`src/rtl/intersection_signal_pkg.sv`:
```
// rtl/intersection_signal_pkg.sv - shared state codes and lamp patterns for the intersection controller
package intersection_signal_pkg;

    typedef enum logic [2:0] {
        S_AR2  = 3'd0,
        S_A_G  = 3'd1,
        S_A_Y  = 3'd2,
        S_AR1  = 3'd3,
        S_B_G  = 3'd4,
        S_B_Y  = 3'd5,
        S_PED  = 3'd6,
        S_FLSH = 3'd7
    } state_t;

    localparam logic [2:0] RED = 3'b100;
    localparam logic [2:0] YEL = 3'b010;
    localparam logic [2:0] GRN = 3'b001;
    localparam logic [2:0] OFF = 3'b000;

endpackage

```
`src/rtl/intersection_signal_if.sv`:
```
// rtl/intersection_signal_if.sv - request inputs and lamp outputs of the intersection controller
interface intersection_signal_if;
    logic       FLASH;
    logic       PED_REQ;
    logic [2:0] LED_A;
    logic [2:0] LED_B;
    logic       PED_WALK;
    logic       PED_PENDING;
    logic [2:0] STATE;

    modport master (
        output FLASH, PED_REQ,
        input  LED_A, LED_B, PED_WALK, PED_PENDING, STATE
    );

    modport slave (
        input  FLASH, PED_REQ,
        output LED_A, LED_B, PED_WALK, PED_PENDING, STATE
    );
endinterface

```
`src/rtl/intersection_signal_ms_tick_gen.sv`:
```
// rtl/intersection_signal_ms_tick_gen.sv - millisecond prescaler, restartable on phase entry
module ms_tick_gen #(
    parameter int CLK_FREQ = 12000000,
    parameter int CNT_W    = 32
) (
    input  logic CLK,
    input  logic RST_N,
    input  logic CLR,
    output logic TICK
);
    localparam int              DIV    = CLK_FREQ / 1000;
    localparam logic [CNT_W-1:0] DIV_M1 = CNT_W'(DIV - 1);

    logic [CNT_W-1:0] cnt;

    assign TICK = (cnt == DIV_M1);

    always_ff @(posedge CLK) begin
        if (!RST_N || CLR) begin
            cnt <= '0;
        end else if (TICK) begin
            cnt <= '0;
        end else begin
            cnt <= cnt + CNT_W'(1);
        end
    end
endmodule

```
`src/rtl/intersection_signal.sv`:
```
// rtl/intersection_signal.sv - two-road signal FSM with ped request latch and night flash mode
module intersection_signal
    import intersection_signal_pkg::*;
#(
    parameter int CLK_FREQ     = 12000000,
    parameter int G_PERIOD_MS  = 5000,
    parameter int MIN_G_MS     = 2000,
    parameter int Y_PERIOD_MS  = 1000,
    parameter int AR_PERIOD_MS = 1000,
    parameter int PED_MS       = 4000,
    parameter int FLASH_MS     = 500,
    parameter int CNT_W        = 32
) (
    input  logic               CLK,
    input  logic               RST_N,
    intersection_signal_if.slave io
);
    localparam logic [CNT_W-1:0] G_LAST  = CNT_W'(G_PERIOD_MS - 1);
    localparam logic [CNT_W-1:0] MIN_G   = CNT_W'(MIN_G_MS);
    localparam logic [CNT_W-1:0] Y_LAST  = CNT_W'(Y_PERIOD_MS - 1);
    localparam logic [CNT_W-1:0] AR_LAST = CNT_W'(AR_PERIOD_MS - 1);
    localparam logic [CNT_W-1:0] P_LAST  = CNT_W'(PED_MS - 1);
    localparam logic [CNT_W-1:0] FL_LAST = CNT_W'(FLASH_MS - 1);
    localparam logic [CNT_W-1:0] MS_MAX  = '1;

    state_t           state, state_next;
    logic [CNT_W-1:0] ms;
    logic             tick, clr, pending, phase;
    logic [2:0]       led_a, led_b;
    logic             walk;

    // Any state change restarts both the prescaler and the ms counter.
    assign clr = (state_next != state);

    ms_tick_gen #(.CLK_FREQ(CLK_FREQ), .CNT_W(CNT_W)) u_tick (
        .CLK  (CLK),
        .RST_N(RST_N),
        .CLR  (clr),
        .TICK (tick)
    );

    always_ff @(posedge CLK) begin
        if (!RST_N) state <= S_AR2;
        else        state <= state_next;
    end

    always_comb begin
        state_next = state;
        led_a      = RED;
        led_b      = RED;
        walk       = 1'b0;
        case (state)
            S_AR2:  if (tick && ms == AR_LAST)
                        state_next = io.FLASH ? S_FLSH : (pending ? S_PED : S_A_G);
            S_A_G: begin
                led_a = GRN;
                if ((tick && ms == G_LAST) || (pending && ms >= MIN_G)) state_next = S_A_Y;
            end
            S_A_Y: begin
                led_a = YEL;
                if (tick && ms == Y_LAST) state_next = S_AR1;
            end
            S_AR1:  if (tick && ms == AR_LAST) state_next = io.FLASH ? S_FLSH : S_B_G;
            S_B_G: begin
                led_b = GRN;
                if ((tick && ms == G_LAST) || (pending && ms >= MIN_G)) state_next = S_B_Y;
            end
            S_B_Y: begin
                led_b = YEL;
                if (tick && ms == Y_LAST) state_next = S_AR2;
            end
            S_PED: begin
                walk = 1'b1;
                if (tick && ms == P_LAST) state_next = S_A_G;
            end
            S_FLSH: begin
                led_a = phase ? YEL : OFF;
                led_b = phase ? YEL : OFF;
                if (!io.FLASH) state_next = S_AR2;
            end
            default: state_next = S_AR2;
        endcase
    end

    always_ff @(posedge CLK) begin
        if (!RST_N) begin
            ms      <= '0;
            pending <= 1'b0;
            phase   <= 1'b1;
        end else begin
            if (clr)
                ms <= '0;
            else if (state == S_FLSH && tick && ms == FL_LAST)
                ms <= '0;
            else if (tick && ms != MS_MAX)
                ms <= ms + CNT_W'(1);

            // Entering the walk phase serves the request, swallowing a press on that same edge.
            if (state_next == S_PED && state != S_PED)
                pending <= 1'b0;
            else if (io.PED_REQ && state != S_FLSH)
                pending <= 1'b1;

            if (state != S_FLSH)
                phase <= 1'b1;
            else if (tick && ms == FL_LAST)
                phase <= ~phase;
        end
    end

    assign io.LED_A       = led_a;
    assign io.LED_B       = led_b;
    assign io.PED_WALK    = walk;
    assign io.PED_PENDING = pending;
    assign io.STATE       = state;
endmodule
```
`src/flat_wrapper.sv`:
```
// flat-port wrapper written by rule: the top's interface ports become plain ports
module intersection_signal_flat import intersection_signal_pkg::*;
#(
    parameter int CLK_FREQ     = 12000000,
    parameter int G_PERIOD_MS  = 5000,
    parameter int MIN_G_MS     = 2000,
    parameter int Y_PERIOD_MS  = 1000,
    parameter int AR_PERIOD_MS = 1000,
    parameter int PED_MS       = 4000,
    parameter int FLASH_MS     = 500,
    parameter int CNT_W        = 32
)
  (CLK, RST_N, io_FLASH, io_PED_REQ, io_LED_A, io_LED_B, io_PED_WALK, io_PED_PENDING, io_STATE);
  intersection_signal_if io_i ();
  input  logic CLK;
  input  logic RST_N;
  input wire logic [$bits(io_i.FLASH)-1:0] io_FLASH;
  input wire logic [$bits(io_i.PED_REQ)-1:0] io_PED_REQ;
  output wire logic [$bits(io_i.LED_A)-1:0] io_LED_A;
  output wire logic [$bits(io_i.LED_B)-1:0] io_LED_B;
  output wire logic [$bits(io_i.PED_WALK)-1:0] io_PED_WALK;
  output wire logic [$bits(io_i.PED_PENDING)-1:0] io_PED_PENDING;
  output wire logic [$bits(io_i.STATE)-1:0] io_STATE;
  assign io_i.FLASH = io_FLASH;
  assign io_i.PED_REQ = io_PED_REQ;
  assign io_LED_A = io_i.LED_A;
  assign io_LED_B = io_i.LED_B;
  assign io_PED_WALK = io_i.PED_WALK;
  assign io_PED_PENDING = io_i.PED_PENDING;
  assign io_STATE = io_i.STATE;
  intersection_signal #(.CLK_FREQ(CLK_FREQ), .G_PERIOD_MS(G_PERIOD_MS), .MIN_G_MS(MIN_G_MS), .Y_PERIOD_MS(Y_PERIOD_MS), .AR_PERIOD_MS(AR_PERIOD_MS), .PED_MS(PED_MS), .FLASH_MS(FLASH_MS), .CNT_W(CNT_W)) u_core (.CLK(CLK), .RST_N(RST_N), .io(io_i));
endmodule
```
`config.mk`:
```
export PLATFORM = sky130hd
export DESIGN_NAME = intersection_signal_flat
export DESIGN_NICKNAME = d
export VERILOG_FILES = /design/src/rtl/intersection_signal_pkg.sv /design/src/rtl/intersection_signal_if.sv /design/src/rtl/intersection_signal_ms_tick_gen.sv /design/src/rtl/intersection_signal.sv /design/src/flat_wrapper.sv
export SDC_FILE = /design/constraint.sdc
export NUM_CORES = 1
export LEC_CHECK = 0
export CORE_UTILIZATION = 57
export DETAILED_ROUTE_END_ITERATION = 16
export PLACE_DENSITY = 0.75
export SYNTH_ARGS = -nofsm -noshare
export SYNTH_HDL_FRONTEND = slang
export SYNTH_HIERARCHICAL = 1
export SYNTH_SLANG_ARGS = --single-unit
```
`constraint.sdc`:
```
create_clock -name CLK -period 5.1 [get_ports CLK]
set_input_delay 0.51 -clock CLK [delete_from_list [all_inputs] [get_ports CLK]]
set_output_delay 0.51 -clock CLK [all_outputs]
set_load 0.05 [all_outputs]
```
# Word level (Yosys, flattened, before mapping)
# Cells that the tools add are included.
dict set report totals {
  wordCells 61
  ff_bits 69
  mem_bits_rw 0
  latch_bits 0
  output_inout_bits 11
  memories 0
  rom_bits 0
}
dict set report op_classes {
  mul 0
  shift 0
  n_reduce_logical 18
  muxes 16
  n_bitwise 2
  eq_ne 17
  div_mod_pow 0
  addsub 2
  n_lt_le_gt_ge 1
}
# op count
set ops {}
lappend ops {{$add A32 B1 Y32 const B} 2}
lappend ops {{$eq A32 B10 Y1 const B} 1}
lappend ops {{$eq A32 B12 Y1 const B} 1}
lappend ops {{$eq A32 B13 Y1 const B} 1}
lappend ops {{$eq A32 B14 Y1 const B} 1}
lappend ops {{$eq A32 B9 Y1 const B} 1}
lappend ops {{$ge A32 B11 Y1 const B} 1}
lappend ops {{$ne A32 B32 Y1 const B} 1}
lappend ops {{$mux W3} 10}
lappend ops {{$pmux W3 S8} 1}
lappend ops {{$pmux W3 S3} 2}
lappend ops {{$eq A3 B3 Y1 const B} 5}
lappend ops {{$logic_and A1 B1 Y1} 10}
lappend ops {{$eq A3 B2 Y1 const B} 2}
lappend ops {{$ne A3 B3 Y1 const B} 2}
lappend ops {{$reduce_or A2 Y1} 3}
lappend ops {{$mux W2} 2}
lappend ops {{$eq A3 B1 Y1 const B} 1}
lappend ops {{$logic_not A3 Y1} 1}
lappend ops {{$ne A3 B3 Y1} 1}
lappend ops {{$reduce_or A3 Y1} 1}
lappend ops {{$logic_or A1 B1 Y1} 2}
lappend ops {{$not A1 Y1} 2}
lappend ops {{$logic_not A1 Y1} 1}
lappend ops {{$mux W1} 1}

# Longest topological paths before layout
dict set report logic_depth {
  depth_word 8
  ltp_mapped 16
}

# Modules after synthesis
# Netlist, hierarchy kept.
# mod area_per_inst_um2 seq_area_each_um2 cells_each n_inst
set modules_own_cells {}
lappend modules_own_cells {intersection_signal 2611.3 740.7 304 1}
lappend modules_own_cells {ms_tick_gen 1584.0 640.6 187 1}

# Worst setup path after synthesis
# Ideal clock, no wire load.
dict set report synth_path {
  path_type {reg2reg}
  startpoint {reg u_core.u_tick.cnt[0]}
  endpoint {reg u_core.u_tick.cnt[29]}
  stages_incl_launch_ff 17
  period_less_slack_ns 3.533
  path_slack_ns 1.567
  t_arrival_ns 3.408
  setup_time_ns 0.125
  path_buffers 2
  path_cell_list {dfxtp_1 > ha_1 > nand4_1 > or4_4 > nor3_1 > nand4_1 > nor4_2 > mux2i_1 > o21ai_2 > o211ai_1 > nand2b_1 > buf_4 > nand2b_1 > inv_1 > o311ai_4 > buf_6 > a21oi_1}
}
dict set report synth_between {
  elab_chain_len 8
  word_cells_on_any_way 17
  cone_classes {add/sub (1); eq/ne (2); mux (8); reduce/logical (6)}
}
# item line_no
set synth_lines {}
lappend synth_lines {{start, declared} intersection_signal_ms_tick_gen.sv:14} ;# logic [CNT_W-1:0] cnt;
lappend synth_lines {{start signal, assigned} intersection_signal_ms_tick_gen.sv:24} ;# cnt <= cnt + CNT_W'(1);
lappend synth_lines {{$eq A32 B14 Y1 (*)} intersection_signal_ms_tick_gen.sv:16} ;# assign TICK = (cnt == DIV_M1);
lappend synth_lines {{net u_core.tick} intersection_signal.sv:28} ;# logic tick, clr, pending, phase;
lappend synth_lines {{$logic_and A1 B1 Y1} {intersection_signal.sv:57, intersection_signal.sv:66}}
lappend synth_lines {{$logic_or A1 B1 Y1} {intersection_signal.sv:57, intersection_signal.sv:66}}
lappend synth_lines {{$mux W3, on equally long branches} {intersection_signal.sv:66, intersection_signal.sv:57}}
lappend synth_lines {{$pmux W3 S8 (*)} intersection_signal.sv:52} ;# case (state)
lappend synth_lines {{$ne A3 B3 Y1 (*)} intersection_signal.sv:33} ;# assign clr = (state_next != state);
lappend synth_lines {{net u_core.clr} intersection_signal.sv:28}
lappend synth_lines {{$logic_or A1 B1 Y1 (*)} intersection_signal_ms_tick_gen.sv:19} ;# if (!RST_N || CLR) begin
lappend synth_lines {{$reduce_or A2 Y1 (no source line) (*)} -}
# The timed path passes the listed nets; every way through them passes the cells marked *.
# A chain may end at the register's enable or synchronous reset.

# Worst setup path after layout
dict set report layout_path {
  startpoint {reg u_core.u_tick.cnt[0]}
  endpoint {reg u_core.ms[24]}
}
dict set report layout_between {
  elab_chain_len 7
  word_cells_on_any_way 18
  cone_classes {eq/ne (2); mux (8); reduce/logical (8)}
}
# item line_no
set layout_lines {}
lappend layout_lines {{$eq A32 B14 Y1 (*)} intersection_signal_ms_tick_gen.sv:16}
lappend layout_lines {{net u_core.tick} intersection_signal.sv:28}
lappend layout_lines {{$logic_and A1 B1 Y1} {intersection_signal.sv:57, intersection_signal.sv:66}}
lappend layout_lines {{$logic_or A1 B1 Y1} {intersection_signal.sv:57, intersection_signal.sv:66}}
lappend layout_lines {{$mux W3, on equally long branches} {intersection_signal.sv:66, intersection_signal.sv:57}}
lappend layout_lines {{$pmux W3 S8} intersection_signal.sv:52}
lappend layout_lines {{$ne A3 B3 Y1} intersection_signal.sv:33}
lappend layout_lines {{$reduce_or A3 Y1 (no source line)} -}
lappend layout_lines {{end signal, assigned} intersection_signal.sv:96} ;# ms <= ms + CNT_W'(1);
lappend layout_lines {{end, declared} intersection_signal.sv:27} ;# logic [CNT_W-1:0] ms;
# Marks and branches as above.

==> metrics <==
met1 wire length=4.15 mm; most frequent cells in the layout=dfxtp_1, nor2_1, nand2_1, xnor2_1, nor3_2; maxcap violations=0; Final period util=0.884; Cell variety after synth=57; multi-input logic area=0.00260 sq mm; WHS Endpoint=u_core/u_tick/cnt[0]; CTS clock-pin slew for the worst setup and hold paths=0.07 ns; cts hold-fix bufs=0; critical path required time=5.36 ns; reg2reg setup slack=0.59 ns; sequential cell area=0.00138 sq mm; Hold Path Depth=1; HPWL Detailed=6.36 mm; crit path DAT=4.76 ns; Seq pwr share=0.518; Post-Synthesis Cells=491; die area=0.00771 sq mm; commonest non-fill, non-tap cell in the layout=dfxtp_1; Post-Syn Area per Cell=8.54 sq um; Max Buffers Root-to-Sink=2; final wirelength=9.13 mm; layout cells sized above 1=0.132; drt wl/cell=15.4 um; Critical Path Source Type=flip-flop; drt drc=0; Hold Fails Final Rpt=0; core area=0.00694 sq mm; largest net degree at the start of global routing=33; Buffers on Ports=14; hold_sp=u_core/u_tick/cnt[0]; # clock sinks=69; Switch Pwr=280 uW; P_int=785 uW; Post-DRT Antenna Nets=0; Synth warnings=6; Hold Crit Class=flip-flop to flip-flop; Static Leakage=0.00139 uW; ant diodes=0; highest metal used=met4; Setup Crit Path Kind=flip-flop to flip-flop; Netlist Area Pre-Place=0.00420 sq mm; Post-synth EDFFs=0; H-tree depth=3; RSZ-0062 raised after global routing=false; Final Total Pwr=1060 uW; DR WL met2=4.43 mm; Net Count, Synth=498; Async SR Flop Fraction=0; Crit. End Element=flip-flop; RePlAce Congestion=0.984; Die Wd=87.8 um; Logic pwr share=0.094; Clk Latency, worst-skew pair=0.35 ns; reg2reg end=u_core/ms[24]; Die H=87.8 um; Syn-to-layout area delta=6.98%; first-pass GRT wire length=15.7 mm; drt pass-1 iters=4; met3 wire length=326 um; Synth Flop Type=dfxtp_1; grt ovf=0; CTS tree=done; initial antenna violation count=0; final setup vio count=0; Least-Margin Pin Slew=1.21 ns; P per Cell Area=237 mW/mm^2; Final Net Count=502; fmax=0.222 GHz; cells on worst reg2reg path=12; Synth Register Bits=69; vias in the first global route=3301; CP max FO=30; Post-CTS Setup Inserts=0; Fill cells=609; switching fraction of total power=0.263; worst reg2reg path startpoint=u_core/u_tick/cnt[0]; Via-to-Cell Ratio=6.13; All-Layer GR Usage=0.260; status=completed; Initial Util=0.604; Cell Rows=30; root buf cell=clkbuf_8; minimum clock period=4.51 ns; number of buffers created by CTS=9; Rel. slew slack=0.189; Top Ports=15; DR iter-0 viols=190; DR vias=3646; post-CTS resize count=0; Seq/Total Area, Yosys=0.329; Post-Route Setup TNS=0 ns; clock network fraction of design power=0.388; Slew Limit Fails=0; clock skew=0.00437 ns; worst vdd ir=0.144 mV
[worst max-delay path: stages (launching register included)]
cell	delay, ns
dfxtp_1	0.35
ha_1	0.23
nand4_1	0.28
or4_4	0.64
nor3_1	0.22
buf_4	0.22
nand4_1	0.27
nor4_2	0.55
mux2i_1	0.16
o21ai_2	0.17
nand4bb_1	0.20
nand3_2	0.72
nor3_2	0.37
[power by group through the flow]
stage               clock [uW]  sequential (uW)  combinational [uW]
global placement             0              564                 100
global route               450              553                 109
floorplan                    0              566                86.0
finish                     413              552                 100
CTS                        422              552                 100
detailed placement           0              564                99.8
[per-stage QoR]
stage / instances / worst slack, ns / util / hold WS (ns) / area (sq um)
6_report: 595 / 0.592 / 0.646 / 0.449 / 4490
3_5_place_dp: 580 / 0.609 / 0.621 / 0.440 / 4310
5_1_grt: 595 / 0.135 / 0.646 / 0.473 / 4490
4_1_cts: 595 / 0.583 / 0.646 / 0.454 / 4490
3_3_place_gp: 580 / 0.740 / 0.621 / 0.428 / 4310
2_1_floorplan: 491 / 1.57 / - / 0.418 / 4200
[synth_stat cells (4+ instances only)]
| cell type | instances | area share |
|---|---|---|
| dfxtp_1 | 69 | 0.33 |
| nor2_1 | 44 | 0.039 |
| nand2_1 | 37 | 0.033 |
| xnor2_1 | 35 | 0.073 |
| nor3_2 | 29 | 0.069 |
| nand3_1 | 26 | 0.031 |
| nand4_1 | 22 | 0.033 |
| a21oi_1 | 21 | 0.025 |
| nor3_1 | 20 | 0.024 |
| inv_1 | 14 | 0.013 |
| or3_1 | 14 | 0.021 |
| or4_1 | 13 | 0.023 |
| nor4_1 | 12 | 0.018 |
| xor2_1 | 12 | 0.025 |
| o21ai_0 | 10 | 0.012 |
| o31ai_1 | 10 | 0.018 |
| and3_1 | 9 | 0.013 |
| buf_6 | 9 | 0.024 |
| clkbuf_1 | 9 | 0.0081 |
| and4_1 | 8 | 0.017 |
| and2_1 | 6 | 0.0089 |
| nand2b_1 | 5 | 0.0075 |
| nor4_2 | 5 | 0.015 |
| buf_2 | 4 | 0.0048 |
[cell type report]
| type | instances | area share |
|---|---|---|
| clock buffer | 14 | 0.0385 |
| clock inverter | 1 | 0.00112 |
| inverter | 14 | 0.0117 |
| multi-input combinational | 385 | 0.580 |
| sequential | 69 | 0.308 |
| tap | 96 | 0.0268 |
| timing repair buffer | 16 | 0.0346 |
[kinds of logic after synthesis]
kind of cell,after synthesis,synth area share
compound gates,60,0.103
xor+xnor,47,0.0981
fa+ha+maj,3,0.00895
buf+inv,37,0.0513
flops,69,0.329
mux,2,0.00477
simple gates,273,0.405
[worst max path at each step]
stage / depth (start not counted) / slack (ns) / from / to
after floorplan: 16 / 1.57 / u_core/u_tick/cnt[0] / u_core/u_tick/cnt[29]
after global placement: 12 / 0.74 / u_core/u_tick/cnt[0] / u_core/ms[26]
after detailed placement: 11 / 0.61 / u_core/u_tick/cnt[0] / u_core/ms[24]
after CTS: 12 / 0.58 / u_core/u_tick/cnt[0] / u_core/ms[24]
after global routing: 12 / 0.14 / u_core/u_tick/cnt[0] / u_core/ms[13]
final: 12 / 0.59 / u_core/u_tick/cnt[0] / u_core/ms[24]
[layer usage]
layer  up-vias  track usage
met1      1755        0.344
met3        19       0.0434
met4         0        0.115
met5         -            0
li1       1802            -
met2        70        0.417
[state kept, by name (all words and copies together) (netlist names)]
| register | cells |
|---|---|
| u_core/phase | 1 |
| u_core/ms | 32 |
| u_core/u_tick/cnt | 32 |
| u_core/io.STATE | 3 |
| u_core/io.PED_PENDING | 1 |
No activity file was read; power rests on OpenSTA's default activity.
